$ cat config.mk
export PLATFORM = sky130hd
export DESIGN_NAME = hurricane_ctrl
export DESIGN_NICKNAME = d
export VERILOG_FILES = /design/src/rtl/smoker_pkg.sv /design/src/rtl/sec_tick_gen.sv /design/src/rtl/hurricane_ctrl.sv
export SDC_FILE = /design/constraint.sdc
export NUM_CORES = 1
export LEC_CHECK = 0
export BUFFER_PORTS_ARGS = -buffer_cell sky130_fd_sc_hd__buf_2
export CAP_MARGIN = 15
export CORE_MARGIN = 4
export CORE_UTILIZATION = 50
export CTS_CLUSTER_DIAMETER = 200
export DETAILED_ROUTE_END_ITERATION = 10
export HOLD_SLACK_MARGIN = 0.12
export PLACE_DENSITY = 0.73
export SLEW_MARGIN = 20
export SYNTH_ARGS = -nofsm -noshare
export SYNTH_HDL_FRONTEND = slang
export SYNTH_SLANG_ARGS = --single-unit
$ cat constraint.sdc
create_clock -name clk -period 5.55 [get_ports clk]
set_clock_uncertainty 0.05 [all_clocks]
set_input_delay 0.2775 -clock clk [delete_from_list [all_inputs] [get_ports clk]]
set_output_delay 0.2775 -clock clk [all_outputs]
set_load 0.005 [all_outputs]
$ cat src/rtl/smoker_pkg.sv
`default_nettype none
// +-----------------------------------------------------------------------+
// | smoker_pkg : mode encodings and clock defaults shared by smoker blocks |
// | Rev 1.0                                                               |
// +-----------------------------------------------------------------------+
package smoker_pkg;

    localparam int DEFAULT_CLK_FREQ = 100_000_000;

    localparam logic [2:0] MODE_STANDBY   = 3'b000;
    localparam logic [2:0] MODE_1         = 3'b001;
    localparam logic [2:0] MODE_2         = 3'b010;
    localparam logic [2:0] MODE_3         = 3'b011;
    localparam logic [2:0] MODE_CLEAN     = 3'b100;
    localparam logic [2:0] MODE_SHOW_ANN  = 3'b101;
    localparam logic [2:0] MODE_SHOW_GEST = 3'b110;
    localparam logic [2:0] MODE_SHOW_CUM  = 3'b111;

endpackage
`default_nettype wire

$ cat src/rtl/sec_tick_gen.sv
`default_nettype none
// +-----------------------------------------------------------------------+
// | sec_tick_gen : one-cycle pulse every CLK_FREQ cycles while running    |
// | Rev 1.0                                                               |
// +-----------------------------------------------------------------------+
module sec_tick_gen
    import smoker_pkg::*;
#(
    parameter int CLK_FREQ = DEFAULT_CLK_FREQ
) (
    input  logic clk,
    input  logic rst,
    input  logic clear,
    input  logic run,
    output logic tick
);

    localparam int            CW     = (CLK_FREQ > 1) ? $clog2(CLK_FREQ) : 1;
    localparam logic [CW-1:0] C_LAST = CW'(CLK_FREQ - 1);

    logic [CW-1:0] r_cnt;

    assign tick = run && (r_cnt == C_LAST);

    always_ff @(posedge clk or negedge rst) begin
        if (!rst) begin
            r_cnt <= '0;
        end else if (clear) begin
            r_cnt <= '0;
        end else if (run) begin
            r_cnt <= (r_cnt == C_LAST) ? '0 : r_cnt + 1'b1;
        end
    end

endmodule
`default_nettype wire

$ cat src/rtl/hurricane_ctrl.sv
`default_nettype none
// +-----------------------------------------------------------------------+
// | hurricane_ctrl : one-shot-per-power-on mode 3 supervisor and countdown |
// | Rev 1.0                                                               |
// +-----------------------------------------------------------------------+
module hurricane_ctrl
    import smoker_pkg::*;
#(
    parameter int CLK_FREQ      = DEFAULT_CLK_FREQ,
    parameter int HURRICANE_SEC = 60
) (
    input  logic       clk,
    input  logic       rst,
    input  logic       machine_state,
    input  logic [2:0] mode_state,
    input  logic       menu_btn,
    output logic       hurricane_mode_enabled,
    output logic       return_state,
    output logic [7:0] remaining_sec,
    output logic       countdown_active
);

    typedef enum logic [2:0] {
        ST_ARMED    = 3'd0,
        ST_RUN      = 3'd1,
        ST_RUN_MENU = 3'd2,
        ST_EXIT     = 3'd3,
        ST_USED     = 3'd4
    } hstate_t;

    localparam logic [7:0] C_LOAD = 8'(HURRICANE_SEC);

    hstate_t    r_state;
    logic       r_menu_prev;
    logic       r_enabled;
    logic       r_return;
    logic [7:0] r_sec;
    logic       r_active;

    logic w_in_mode3;
    logic w_running;
    logic w_menu_edge;
    logic w_tick;
    logic w_expire;
    logic w_clear;

    assign w_in_mode3  = (mode_state == MODE_3);
    assign w_running   = (r_state == ST_RUN) || (r_state == ST_RUN_MENU);
    assign w_menu_edge = menu_btn && !r_menu_prev;
    assign w_expire    = w_tick && (r_sec <= 8'd1);
    // Counter restarts on every load/reload and stays parked at zero when idle.
    assign w_clear     = !w_running || !machine_state || !w_in_mode3 || w_expire ||
                         ((r_state == ST_RUN) && w_menu_edge);

    sec_tick_gen #(
        .CLK_FREQ (CLK_FREQ)
    ) u_sec_tick (
        .clk   (clk),
        .rst   (rst),
        .clear (w_clear),
        .run   (w_running),
        .tick  (w_tick)
    );

    always_ff @(posedge clk or negedge rst) begin
        if (!rst) begin
            r_state     <= ST_ARMED;
            r_menu_prev <= 1'b0;
            r_enabled   <= 1'b1;
            r_return    <= 1'b0;
            r_sec       <= 8'd0;
            r_active    <= 1'b0;
        end else begin
            r_menu_prev <= menu_btn;
            if (!machine_state) begin
                r_state   <= ST_ARMED;
                r_enabled <= 1'b1;
                r_return  <= 1'b0;
                r_sec     <= 8'd0;
                r_active  <= 1'b0;
            end else begin
                case (r_state)
                    ST_ARMED: begin
                        if (w_in_mode3) begin
                            r_state   <= ST_RUN;
                            r_enabled <= 1'b1;
                            r_sec     <= C_LOAD;
                            r_active  <= 1'b1;
                        end
                    end
                    ST_RUN, ST_RUN_MENU: begin
                        if (!w_in_mode3) begin
                            r_state   <= ST_USED;
                            r_enabled <= 1'b0;
                            r_return  <= 1'b0;
                            r_sec     <= 8'd0;
                            r_active  <= 1'b0;
                        end else if (w_expire) begin
                            // Expiry beats a coincident menu edge.
                            r_state   <= ST_EXIT;
                            r_enabled <= 1'b0;
                            r_return  <= (r_state == ST_RUN);
                            r_sec     <= 8'd0;
                            r_active  <= 1'b0;
                        end else if ((r_state == ST_RUN) && w_menu_edge) begin
                            r_state <= ST_RUN_MENU;
                            r_sec   <= C_LOAD;
                        end else if (w_tick) begin
                            r_sec <= (r_sec != 8'd0) ? r_sec - 8'd1 : 8'd0;
                        end
                    end
                    ST_EXIT: begin
                        if (!w_in_mode3) begin
                            r_state  <= ST_USED;
                            r_return <= 1'b0;
                        end
                    end
                    ST_USED: begin
                        r_enabled <= 1'b0;
                        r_return  <= 1'b0;
                        r_sec     <= 8'd0;
                        r_active  <= 1'b0;
                    end
                    default: begin
                        r_state <= ST_ARMED;
                    end
                endcase
            end
        end
    end

    assign hurricane_mode_enabled = r_enabled;
    assign return_state           = r_return;
    assign remaining_sec          = r_sec;
    assign countdown_active       = r_active;

endmodule
`default_nettype wire

# Word level (Yosys, flattened, before mapping)
# Index checks and enable logic that the tools add are counted.
# classes
addsub,2
magnitude_cmp,1
n_eq_ne,14
n_mux,29
n_reduce_logical,21
# op_table
operator,n
$mux W27,3
$mux W8,7
$add A27 B1 Y27 const B,1
$eq A27 B27 Y1 const B,1
$pmux W8 S3,1
$mux W3,6
$pmux W3 S4,1
$eq A3 B2 Y1 const B,3
$mux W1,9
$reduce_and A3 Y1,3
$le A8 B1 Y1 const B,1
$ne A4 B1 Y1 const B,2
$reduce_bool A8 Y1,1
$sub A8 B1 Y8 const B,1
$ne A3 B3 Y1 const B,2
$ne A6 B6 Y1 const B,1
$pmux W1 S3,2
$logic_or A1 B1 Y1,5
$ne A5 B5 Y1 const B,1
$logic_and A1 B1 Y1,4
$logic_not A1 Y1,4
$ne A4 B4 Y1 const B,1
$reduce_and A4 Y1,1
$eq A3 B1 Y1 const B,1
other kinds (5),5
# totals
register_bits,42
inputBits,7
out_inout_bits,11
elab_cells,74

# Logic depth before layout (Yosys ltp)
# logic_depth
word_depth,9
depth_mapped,8
mapped_depth_nobuf,8

# Cells and area by module
# Synthesis repeated with hierarchy kept, for this count alone.
# unflattened
cells_unflattened,290
hier_area_um2,2637.5
# by_module_without_submodules
mod,n_inst,cells_per_inst,area_each_um2,seq_area_each_um2
sec_tick_gen,1,175,1607.8,675.6
hurricane_ctrl,1,115,1029.7,376.6

# Worst setup path after synthesis
# Ideal clock, no wire load.
# synth_timing
path_type,reg2reg
startpoint,register u_sec_tick.r_cnt[0]
endpoint,register r_state[0]
setup_time_ns,0.125
arrival_ns,1.892
t_required_ns,5.375
setup_slack_ns,3.483
stages_incl_launch_ff,9
n_path_buf,1
synth_period_minus_slack_ns,2.067
path_cell_list,dfrtp_1 ha_1 and3_1 nand4_2 nor4_4 or2_1 buf_6 nand2_2 mux2_4
# synth_via
elab_chain_len,7
elab_cells_between_ends,9
classes_between,eq/ne: 2; mux: 4; reduce/logical: 3
# synth_rtl
item,line_no,source
start: declaration,sec_tick_gen.sv:21,logic [CW-1:0] r_cnt;
start signal: assignment,sec_tick_gen.sv:31,r_cnt <= (r_cnt == C_LAST) ? '0 : r_cnt + 1'b1;
$eq A27 B27 Y1 (*),sec_tick_gen.sv:23,assign tick = run && (r_cnt == C_LAST);
$logic_and A1 B1 Y1 (*),sec_tick_gen.sv:23,
$logic_and A1 B1 Y1 (*),hurricane_ctrl.sv:50,assign w_expire = w_tick && (r_sec <= 8'd1);
$mux W3,hurricane_ctrl.sv:98,end else if (w_expire) begin
$mux W3,hurricane_ctrl.sv:92,if (!w_in_mode3) begin
$pmux W3 S4,hurricane_ctrl.sv:82,case (r_state)
$mux W3,hurricane_ctrl.sv:75,if (!machine_state) begin
end signal: assignment,hurricane_ctrl.sv:76,r_state <= ST_ARMED;
end signal: assignment,hurricane_ctrl.sv:93,r_state <= ST_USED;
end signal: assignment,hurricane_ctrl.sv:100,r_state <= ST_EXIT;
end: declaration,hurricane_ctrl.sv:33,hstate_t r_state;
# Mark *: on every way between the ends. The rest lies on a longest branch, timed or not.
# A chain may end at the register's enable or synchronous reset.

# Final worst setup path
# Same ends and word-level chain as after synthesis.

==> impl_metrics.env <==
export IMPL_synth_compound_area_share_pct=12.7
export IMPL_dieArea_um2=5910
export IMPL_hold_viol=0
export IMPL_first_pass_iters=4
export IMPL_drive_gt1_share_pct=14.1
export IMPL_synth_area_per_cell_um2=9.72
export IMPL_avgViaCountPerCell=5.58
export IMPL_drc=0
export IMPL_place_ws_ns=3.20
export IMPL_mostFrequentLayoutCells="dfrtp_1 (41), nor2_1 (40), nand2_1 (21)"
export IMPL_grt_pass1_vias=1715
export IMPL_setup_violations=0
export IMPL_grt_pass1_wl_mm=7.89
export IMPL_antenna_found_initial=0
export IMPL_setup_ws_ns=3.20
export IMPL_synth_edf_count=0
export IMPL_hp_class="in2reg"
export IMPL_clkSinkCount=42
export IMPL_yosys_area_share_adder_pct=1.58
export IMPL_clockBufferDepth=2
export IMPL_p_leak_nw=1.10
export IMPL_reg2reg_from="u_sec_tick.r_cnt[0]"
export IMPL_r2r_end="r_state[0]"
export IMPL_synth_ff_type="dfrtp_1"
export IMPL_rsz0062_at_grt="false"
export IMPL_cp_required_ns=5.68
export IMPL_p_per_area_nw_per_um2=327
export IMPL_synth_top_family_by_area="simple AND/OR/NAND/NOR gates"
export IMPL_critPathArrivalTime_ns=2.48
export IMPL_core_area_um2=4470
export IMPL_drv_cap=0
export IMPL_drtIter0Drc=95
export IMPL_worstMarginPinSlew_ns=0.912
export IMPL_synth_nets=254
export IMPL_period_share_pct=42.3
export IMPL_cp_end_kind="register"
export IMPL_finalPower_mw=0.837
export IMPL_die_h_um=76.9
export IMPL_slew_violations=0
export IMPL_numCtsBuffers=5
export IMPL_cts_max_level=2
export IMPL_syn_cell_area_um2=2370
export IMPL_rrSetupSlack_ns=3.20
export IMPL_grt_usage_pct=16.4
export IMPL_cts_tree="yes"
export IMPL_final_setup_tns_ns=0
export IMPL_drtAntennaViolNets=0
export IMPL_wire_per_inst_um=14.1
export IMPL_port_buffers=17
export IMPL_outcome="completed"
export IMPL_worstPathMaxFanout=7
export IMPL_period_minus_slack_ns=2.35
export IMPL_syn_inst=244
export IMPL_ys_warn_count=0
export IMPL_reg2reg_depth=7
export IMPL_fillers=390
export IMPL_ioPinCount=18
export IMPL_finalNetCount=272
export IMPL_dp_hpwl_mm=3.11
export IMPL_num_vias=1759
export IMPL_area_growth_pct=7.75
export IMPL_criticalPathCategory="reg2reg"
export IMPL_clk_latency_ns=0.29
export IMPL_synth_xor_xnor_area_share_pct=9.97
export IMPL_wl_mm=4.44
export IMPL_gp_congestion=0.821
export IMPL_regArea_um2=1050
export IMPL_fp_dieW_um=76.9
export IMPL_ys_seq_elements=42
export IMPL_synth_simple_gate_area_share_pct=26.6
export IMPL_finalNonFillerCells=315
export IMPL_final_common_cell="dfrtp_1"
export IMPL_synth_seq_area_share_pct=44.4
export IMPL_cts_root_buf="clkbuf_8"
export IMPL_multi_input_area_um2=1230
export IMPL_hold_end="r_state[1]"
export IMPL_holdCritStartpoint="machine_state"
export IMPL_synth_area_mux_share_pct=1.11
export IMPL_ys_types=55
export IMPL_grt_overflow_total=0
export IMPL_start_util_pct=53.0
export IMPL_cts_resized=0
export IMPL_diodes=0
export IMPL_grt_max_degree=43
export IMPL_async_flop_share_pct=100
export IMPL_path_clk_slew_ns=0.08
export IMPL_placed_cells=305
export IMPL_worst_ir_drop_vdd_mv=0.149
export IMPL_clock_fmax_mhz=426
export IMPL_slew_headroom_pct=39.2
export IMPL_rows=24
export IMPL_worstSetupStartpointType="register"
export IMPL_hold_slack_ns=0.359
export IMPL_min_delay_path_depth=3
[layer usage]
metal  vias up  global-route usage [%]  wire [um]
met5         -                       0          0
met4         0                    5.62         54
met3         4                    3.63        126
met2        25                    27.3       2140
met1       828                    20.9       2120
li1        902                       -          -
[cells by family after synthesis]
kind of cell / after synthesis
compound gates: 41
xor+xnor: 27
fa+ha+maj: 3
buf+inv: 14
flops: 42
mux: 2
simple gates: 115
[critical path: stages (launching register included)]
cell	delay [ns]
dfrtp_1	0.39
ha_1	0.20
and3_1	0.27
nand4_2	0.17
nor4_4	0.46
or2_1	0.30
nand2_2	0.11
mux2_4	0.31
[layout make-up]
class	count	share of cell area, %
clock buffer	8	3.13
tap	52	2.55
multi-input combinational	188	48.2
inverter	6	0.881
sequential	42	41.2
timing repair buffer	19	4.11
[sequential cells by signal, summed over array words and instances (netlist names)]
register / count
return_state: 1
remaining_sec: 8
hurricane_mode_enabled: 1
r_state: 3
r_menu_prev: 1
countdown_active: 1
u_sec_tick.r_cnt: 27
[report_power, final]
group	leakage [nW]	total, mW	internal, mW	switching [mW]
logic	0.483	0.263	0.120	0.143
registers	0.572	0.387	0.336	0.0503
clock network	0.0395	0.187	0.0894	0.0973
[stage by stage]
| step | util (%) | instance area (um^2) |
|---|---|---|
| 6_report | 57.1 | 2560 |
| 5_1_grt | 57.1 | 2560 |
| 4_1_cts | 57.1 | 2560 |
| 3_5_place_dp | 54.9 | 2460 |
| 3_3_place_gp | 54.9 | 2460 |
| 2_1_floorplan | - | 2370 |
[cells in the mapped netlist (2+ instances only)]
| cell type | instances | area share (%) |
|---|---|---|
| nand4_1 | 8 | 2.1 |
| a21oi_1 | 8 | 1.7 |
| nor2_1 | 40 | 6.3 |
| nor4b_2 | 2 | 1.3 |
| nand2_1 | 21 | 3.3 |
| xnor2_1 | 10 | 3.7 |
| and4_1 | 2 | 0.74 |
| inv_1 | 6 | 0.95 |
| nor4_1 | 4 | 1.1 |
| nand2b_1 | 4 | 1.1 |
| or2_1 | 2 | 0.53 |
| buf_6 | 4 | 1.9 |
| buf_2 | 2 | 0.42 |
| dfrtp_1 | 41 | 43 |
| nor4_4 | 2 | 1.8 |
| a22o_1 | 4 | 1.5 |
| o21bai_1 | 2 | 0.63 |
| and3_1 | 3 | 0.79 |
| o21ai_0 | 7 | 1.5 |
| a21o_1 | 2 | 0.63 |
| xor2_1 | 17 | 6.3 |
| o31ai_1 | 6 | 1.9 |
| nand3_1 | 7 | 1.5 |
| nand3b_1 | 2 | 0.63 |
| nor3_1 | 6 | 1.3 |
| ha_1 | 3 | 1.6 |
[worst max-delay path by stage]
stage / end / slack (ns) / cells after the start / startpoint
global placement: r_state[0] / 3.23 / 6 / remaining_sec[7]
detailed placement: r_state[0] / 3.20 / 7 / u_sec_tick.r_cnt[0]
CTS: r_state[0] / 3.19 / 7 / u_sec_tick.r_cnt[0]
floorplan: r_state[0] / 3.48 / 8 / u_sec_tick.r_cnt[0]
global route: remaining_sec[0] / 3.05 / 7 / u_sec_tick.r_cnt[0]
finish: r_state[0] / 3.20 / 7 / u_sec_tick.r_cnt[0]
[what timing repair did]
item | 4_1_cts | 5_1_grt
endpoints found under the setup margin | 0 | 0
hold buffers | 2 | 0
hold endpoints to repair | 42 | 0
setup buffers | 0 | 0
Note: power is estimated with default switching activity, not from simulation.
